### src/rtl/tcp_app_notif_ctrl.sv
// tcp_app_notif_ctrl: control FSM for new-flow notifications.
// Accepts one request, looks up the destination CAM, then either pushes a
// notification flit to NoC0 (hit) or drops it (miss). Only one notification
// is in flight at a time, so the datapath input latches are never overwritten.
module tcp_app_notif_ctrl #(
  parameter int CAM_RD_LAT = 1
) (
  input  logic        clk,
  input  logic        rst,
  input  logic        app_new_flow_notif_val,
  output logic        app_new_flow_notif_rdy,
  output logic        ctrl_datap_store_inputs,
  output logic        ctrl_datap_read_cam,
  input  logic        datap_ctrl_cam_hit,
  output logic        tcp_rx_notif_if_noc0_val,
  input  logic        noc0_tcp_rx_notif_if_rdy,
  output logic [31:0] notif_sent_cnt,
  output logic [15:0] notif_drop_cnt,
  output logic        busy
);

  typedef enum logic [1:0] {
    S_IDLE     = 2'd0,
    S_RD_CAM   = 2'd1,
    S_CAM_WAIT = 2'd2,
    S_SEND     = 2'd3
  } state_t;

  // CAM_WAIT lasts CAM_RD_LAT cycles; the counter reaches zero in the last one.
  localparam logic [1:0] LP_WAIT_LOAD = 2'(CAM_RD_LAT - 1);

  state_t      r_state;
  logic [1:0]  r_wait_cnt;
  logic [31:0] r_sent_cnt;
  logic [15:0] r_drop_cnt;
  logic        r_rdy;
  logic        r_rd_cam;
  logic        r_noc_val;
  logic        r_busy;
  logic        w_accept;

  // Drop counter sticks at its maximum rather than wrapping.
  function automatic logic [15:0] sat_inc16(input logic [15:0] v);
    return (v == 16'hFFFF) ? v : v + 16'd1;
  endfunction

  // Registered state flags are forced low while reset is held so that no
  // handshake or datapath strobe is seen during reset.
  assign app_new_flow_notif_rdy   = r_rdy & rst;
  assign ctrl_datap_read_cam      = r_rd_cam & rst;
  assign tcp_rx_notif_if_noc0_val = r_noc_val & rst;
  assign busy                     = r_busy & rst;
  assign w_accept                 = app_new_flow_notif_rdy & app_new_flow_notif_val;
  assign ctrl_datap_store_inputs  = w_accept;
  assign notif_sent_cnt           = r_sent_cnt;
  assign notif_drop_cnt           = r_drop_cnt;

  // Notification FSM with registered per-state output flags and counters.
  always_ff @(posedge clk) begin
    if (!rst) begin
      r_state    <= S_IDLE;
      r_wait_cnt <= '0;
      r_sent_cnt <= '0;
      r_drop_cnt <= '0;
      r_rdy      <= 1'b1;
      r_rd_cam   <= 1'b0;
      r_noc_val  <= 1'b0;
      r_busy     <= 1'b0;
    end else begin
      case (r_state)
        S_IDLE: begin
          if (w_accept) begin
            r_state  <= S_RD_CAM;
            r_rdy    <= 1'b0;
            r_rd_cam <= 1'b1;
            r_busy   <= 1'b1;
          end
        end
        S_RD_CAM: begin
          r_wait_cnt <= LP_WAIT_LOAD;
          r_rd_cam   <= 1'b0;
          r_state    <= S_CAM_WAIT;
        end
        S_CAM_WAIT: begin
          if (r_wait_cnt == 2'd0) begin
            if (datap_ctrl_cam_hit) begin
              r_state   <= S_SEND;
              r_noc_val <= 1'b1;
            end else begin
              r_drop_cnt <= sat_inc16(r_drop_cnt);
              r_state    <= S_IDLE;
              r_rdy      <= 1'b1;
              r_busy     <= 1'b0;
            end
          end else begin
            r_wait_cnt <= r_wait_cnt - 2'd1;
          end
        end
        S_SEND: begin
          if (noc0_tcp_rx_notif_if_rdy) begin
            r_sent_cnt <= r_sent_cnt + 32'd1;
            r_noc_val  <= 1'b0;
            r_rdy      <= 1'b1;
            r_busy     <= 1'b0;
            r_state    <= S_IDLE;
          end
        end
        default: begin
          r_state   <= S_IDLE;
          r_rdy     <= 1'b1;
          r_rd_cam  <= 1'b0;
          r_noc_val <= 1'b0;
          r_busy    <= 1'b0;
        end
      endcase
    end
  end

endmodule

### config.mk
export PLATFORM = sky130hd
export DESIGN_NAME = tcp_app_notif_ctrl
export DESIGN_NICKNAME = d
export VERILOG_FILES = /design/src/rtl/tcp_app_notif_ctrl.sv
export SDC_FILE = /design/constraint.sdc
export NUM_CORES = 1
export LEC_CHECK = 0
export BUFFER_PORTS_ARGS = -buffer_cell sky130_fd_sc_hd__clkbuf_2
export CAP_MARGIN = 10
export CORE_ASPECT_RATIO = 0.6
export CORE_MARGIN = 2
export CORE_UTILIZATION = 35
export DETAILED_ROUTE_END_ITERATION = 7
export PLACE_DENSITY = 0.52
export SLEW_MARGIN = 20
export SYNTH_ARGS = -nofsm -noshare
export SYNTH_HDL_FRONTEND = slang
export SYNTH_SLANG_ARGS = --single-unit
### constraint.sdc
create_clock -name clk -period 3.9 [get_ports clk]
set_clock_uncertainty 0.15 [all_clocks]
set_input_delay 0.78 -clock clk [delete_from_list [all_inputs] [get_ports clk]]
set_output_delay 0.78 -clock clk [all_outputs]
set_load 0.1 [all_outputs]
== Word-level counts from Yosys, hierarchy flattened ==
Cells that the tools add are included.
Widths: inputs -> output; s select.
Cells by class
  add/sub/neg operators: 3
  eq/ne operators: 10
  mux-type cells: 21
  bitwise logic cells: 7
  reduce and logical (&&, ||, !) cells: 13
Operators with widths (number)
  $add 32x1->32 const B: 1
  $add 16x1->16 const B: 1
  $eq 16x16->1 const B: 1
  $ne 2x2->1 const B: 6
  $mux 1: 10
  $mux 2: 5
  $pmux 2 s4: 1
  $reduce_and 4->1: 2
  $pmux 1 s3: 2
  $reduce_and 2->1: 3
  $reduce_bool 2->1: 3
  $and 1x1->1: 5
  $reduce_and 5->1: 1
  $eq 2x2->1 const B: 2
  $logic_not 2->1: 2
  $pmux 1 s2: 2
  $pmux 2 s2: 1
  $reduce_and 3->1: 1
  $reduce_bool 3->1: 1
  $eq 2x1->1 const B: 1
  $not 1->1: 2
  $sub 2x1->2 const B: 1
Storage, ports and cells
  register bits after elaboration: 56
  word-level logic and storage cells: 62

== Logic depth before layout (Yosys ltp) ==
  depth in word-level cells: 4
  mapped depth: 7
  gate-level depth less buffers: 6

== Least setup slack after synthesis ==
OpenSTA, ideal clock, no wires.
  path kind: input to output
  from: input port rst
  to: output port busy
  arrival: 2.400 ns
  data required time: 2.970 ns
  slack: 0.570 ns
  stages on the path: 4
  cells stage by stage: inv_1 buf_6 clkbuf_1 nor2_1
Between the ends
  word-level cells in the longest chain between the ends: 1
RTL lines
  start: declaration: RTL line 9  | input logic rst,
  $and 1x1->1: RTL line 52  | assign busy = r_busy & rst;
  end: declaration: RTL line 19  | output logic busy
Every way passes these cells.

== Final worst setup path ==
  from: input port rst
  to: output port tcp_rx_notif_if_noc0_val
Between the ends
  word-level cells in the longest chain between the ends: 1
RTL lines
  $and 1x1->1: RTL line 51  | assign tcp_rx_notif_if_noc0_val = r_noc_val & rst;
  end: declaration: RTL line 15  | output logic tcp_rx_notif_if_noc0_val,
Every way passes these cells.

==> results.txt <==
- Pwr/cell area: 329.4 nW/µm²
- Worst reg2reg path depth: 4
- Worst slack, placed: 1.030 ns
- Routability-driven placement finished with a final weighted congestion of 0.7516.
- I/O Pins: 58
- Worst reg2reg path endpoint: notif_sent_cnt[19]
- Antenna diode count: 0
- Count of final hold-check violations: 0
- Share of the synthesized area in the top cell type: 0.3870
- Met2 routed wirelength: around 2600 µm
- End point of the most critical hold path: r_wait_cnt[1]
- # nets final: 399
- Mapped cell area: 2897 µm²
* Clock period minus final worst setup slack: 2.801 ns
- Global-route wire length before repair: ~11000 µm
* Worst IR Drop VDD: around 0.15 mV
- Global Route Usage Sum: 0.1627
- Total length of routed wires: 7123 µm
- Measured against its own limit, the worst slew margin works out to 0.4955.
* Synth warn: 0
- Dpl hpwl: between 5000 and 6000 µm
- Start of the worst register-to-register path: r_state[0]
* Result of the run: finished clean
- At the pin with the least slew margin, the transition time is 0.7510 ns.
- After detailed routing, the number of vias per cell comes to 5.290.
- After detailed routing, no signal wire sits above met4.
* Number of max-slew violations in the final report: 0
- Lkg Pwr: 0.001199 µW
- After detailed routing, the met3 layer carries between 400 and 500 µm of wire.
* Latest clock arrival within the worst-skew pair: ~0.3 ns
- Remaining number of nets flagged by the antenna check after routing: 0
- The number of clock buffers added by TritonCTS is 5.
* Hold Crit Start: r_wait_cnt[1]
- From bottom edge to top edge, the die measures 74.47 µm.
* Fraction of the cycle the final worst path needs: 0.7182
- Clock-pin slew was measured on the worst setup and hold paths at 0.07 ns.
* Largest fanout of any net on the critical path: 27
* Highest Clock Rate: 357.0 MHz
* Distinct cell type count after synthesis: 48
- Initial antenna violation count: 0
* Die outline width: 121.4 µm
* Post-route DRC violation count: 0
- Standard cell core area: 7945 µm²
- The count of buffers added on input and output ports is 57.
- Setup slack closes at 1.099 ns.
- The detailed router finished its first iteration with 179 violations.
- Setup repair after global routing left no endpoint under its margin.
- Summing all placed instances gives a cell area of 3232 µm².
* Via count of the first global-routing pass: 2207
* Total negative slack: 0 ns
- Count of non-filler cells in the finished layout: 500
- # clock sinks: 56
- Arr. time, crit path: 1.87 ns
- Before antenna repair, the detailed router went through 4 iterations.
* Routed met1 length: between 4000 and 5000 µm
- Endpoint required time on the critical path: about 3.0 ns
- The total overflow left after global routing is 0.
* Startpoint-to-endpoint class of the critical path: input pin to output port
* Max_cap viols: 0
- Post-Route Hold Slack: between 0.3 and 0.4 ns
- Yosys reg bits: 56
- Hold-fix buffers, CTS: 0
* Synthesized net count: ~350
- Count of endpoints failing setup in the final report: 0
* Clk root buf: clkbuf_16
* Maximum buffer depth of the clock tree: 2
- The worst setup path is captured at an output port.
* Launch point of the worst path: rst
- Synthesis-to-finish area growth: 16.72%
- In the final layout, the share of cells above drive strength 1 is 0.2092.
* Post-synthesis instance total: 341
- Entering global routing, the biggest net connects 38 pins.
- Summed over all instances, the cell type with the most area after synthesis is dfxtp_1.
* Die Outline Area: 9043 µm²
- After routing the design area is 3381 µm².
- For flop-to-flop paths, the worst setup slack is 1.29 ns.
- Resized cells post-CTS: 0
- The routed layout has 2645 vias.
- Wire per inst: about 14 µm
* Htree depth: 2
* Element type at the critical path start: input pin
* Biggest area contributors in the synthesized netlist: dfxtp_1 39%, nand2_1 4.9%, a21oi_1 4.8%
- The worst hold path belongs to the class register to register.
- TritonCTS clock tree: yes
- The initial utilization of the core area, before any placement, comes to 0.3646.
- Syn avg cell area: 8.494 µm²
- Post CTS Setup Buffer Count: 0
* Number of placed cells counting well taps: 492
- Along the worst hold path, the cell count comes to 2.
* Site row count: 25
- For this run, the register share of the synthesized area comes to 0.3870.
- Commonest non-fill, non-tap cells in the layout: 56 x clkbuf_2, 56 x dfxtp_1, 38 x nand2_1
worst max path at each step:
stage | to | slack (ns) | depth (start not counted)
final | tcp_rx_notif_if_noc0_val | 1.10 | 4
after global routing | tcp_rx_notif_if_noc0_val | 1.03 | 4
after CTS | tcp_rx_notif_if_noc0_val | 1.07 | 4
after detailed placement | notif_sent_cnt[19] | 1.03 | 5
after global placement | tcp_rx_notif_if_noc0_val | 1.08 | 4
after floorplan | busy | 0.57 | 4
metrics by stage:
step / power (µW) / util
2_1_floorplan: 646.6 / -
3_3_place_gp: 661.7 / 0.4068
3_5_place_dp: 662.1 / 0.4068
4_1_cts: 1136 / 0.4255
5_1_grt: 1168 / 0.4255
6_report: 1114 / 0.4255
area by class of cell:
type	instances	area, µm²
multi-input cells	255	1600
well taps	108	135.1
repair buffers	61	330.3
flip-flops and latches	56	1121
clock inverters	2	10.01
clock buffers	6	138.9
fillers	818	4564
inverters	12	45.04
critical path, stage by stage:
cell,delay [ns]
clkbuf_2,0.17
buf_4,0.30
and2_1,0.17
clkbuf_2,0.45
power by group:
group / switching (µW) / total (µW) / internal [µW]
Clock: 211 / 465 / 254
Sequential: 4.32 / 580 / 576
Combinational: 50.2 / 68.5 / 18.2
Total: 265 / 1110 / 848
cells in the mapped netlist, drive strengths merged:
master / n
o22ai: 1
buf: 6
xnor2: 3
a21oi: 28
ha: 3
o32a: 1
mux2i: 14
and4: 7
clkbuf: 11
o21a: 4
or4: 15
nor2: 15
nor4: 7
nand3: 16
nor3: 4
dfxtp: 56
o211ai: 1
a2111oi: 1
nor3b: 5
nand4: 14
o31a: 3
xor2: 5
nand2b: 11
nand2: 38
and4bb: 1
o21ai: 13
inv: 12
o31ai: 13
and3: 5
a21boi: 1
o41ai: 1
o221a: 1
dlymetal6s2s: 1
and2: 8
a31oi: 3
or3: 9
a211oi: 4
flip-flops by register name, indices dropped and copies added, names as in the netlist:
name,count
r_busy,1
r_rd_cam,1
r_state,2
r_wait_cnt,2
r_rdy,1
notif_drop_cnt,16
notif_sent_cnt,32
r_noc_val,1
logic make-up (layout without fill, tap and decap cells):
group           after synthesis  after routing  share of synthesized area
compound gates               75             75                     0.1624
xor+xnor                      8              8                    0.02419
flops                        56             56                     0.3870
buf+inv                      30             81                    0.06047
fa+ha+maj                     3              3                    0.01296
simple gates                155            155                     0.3045
mux                          14             14                    0.04838
metal layers:
layer | vias to the layer above | GRT usage
li1 | 1369 | -
met1 | 1219 | 0.2543
met2 | 50 | 0.2016
met3 | 7 | 0.06058
met4 | 0 | 0.04215
met5 | - | 0
Note: power is estimated with default switching activity, not from simulation.
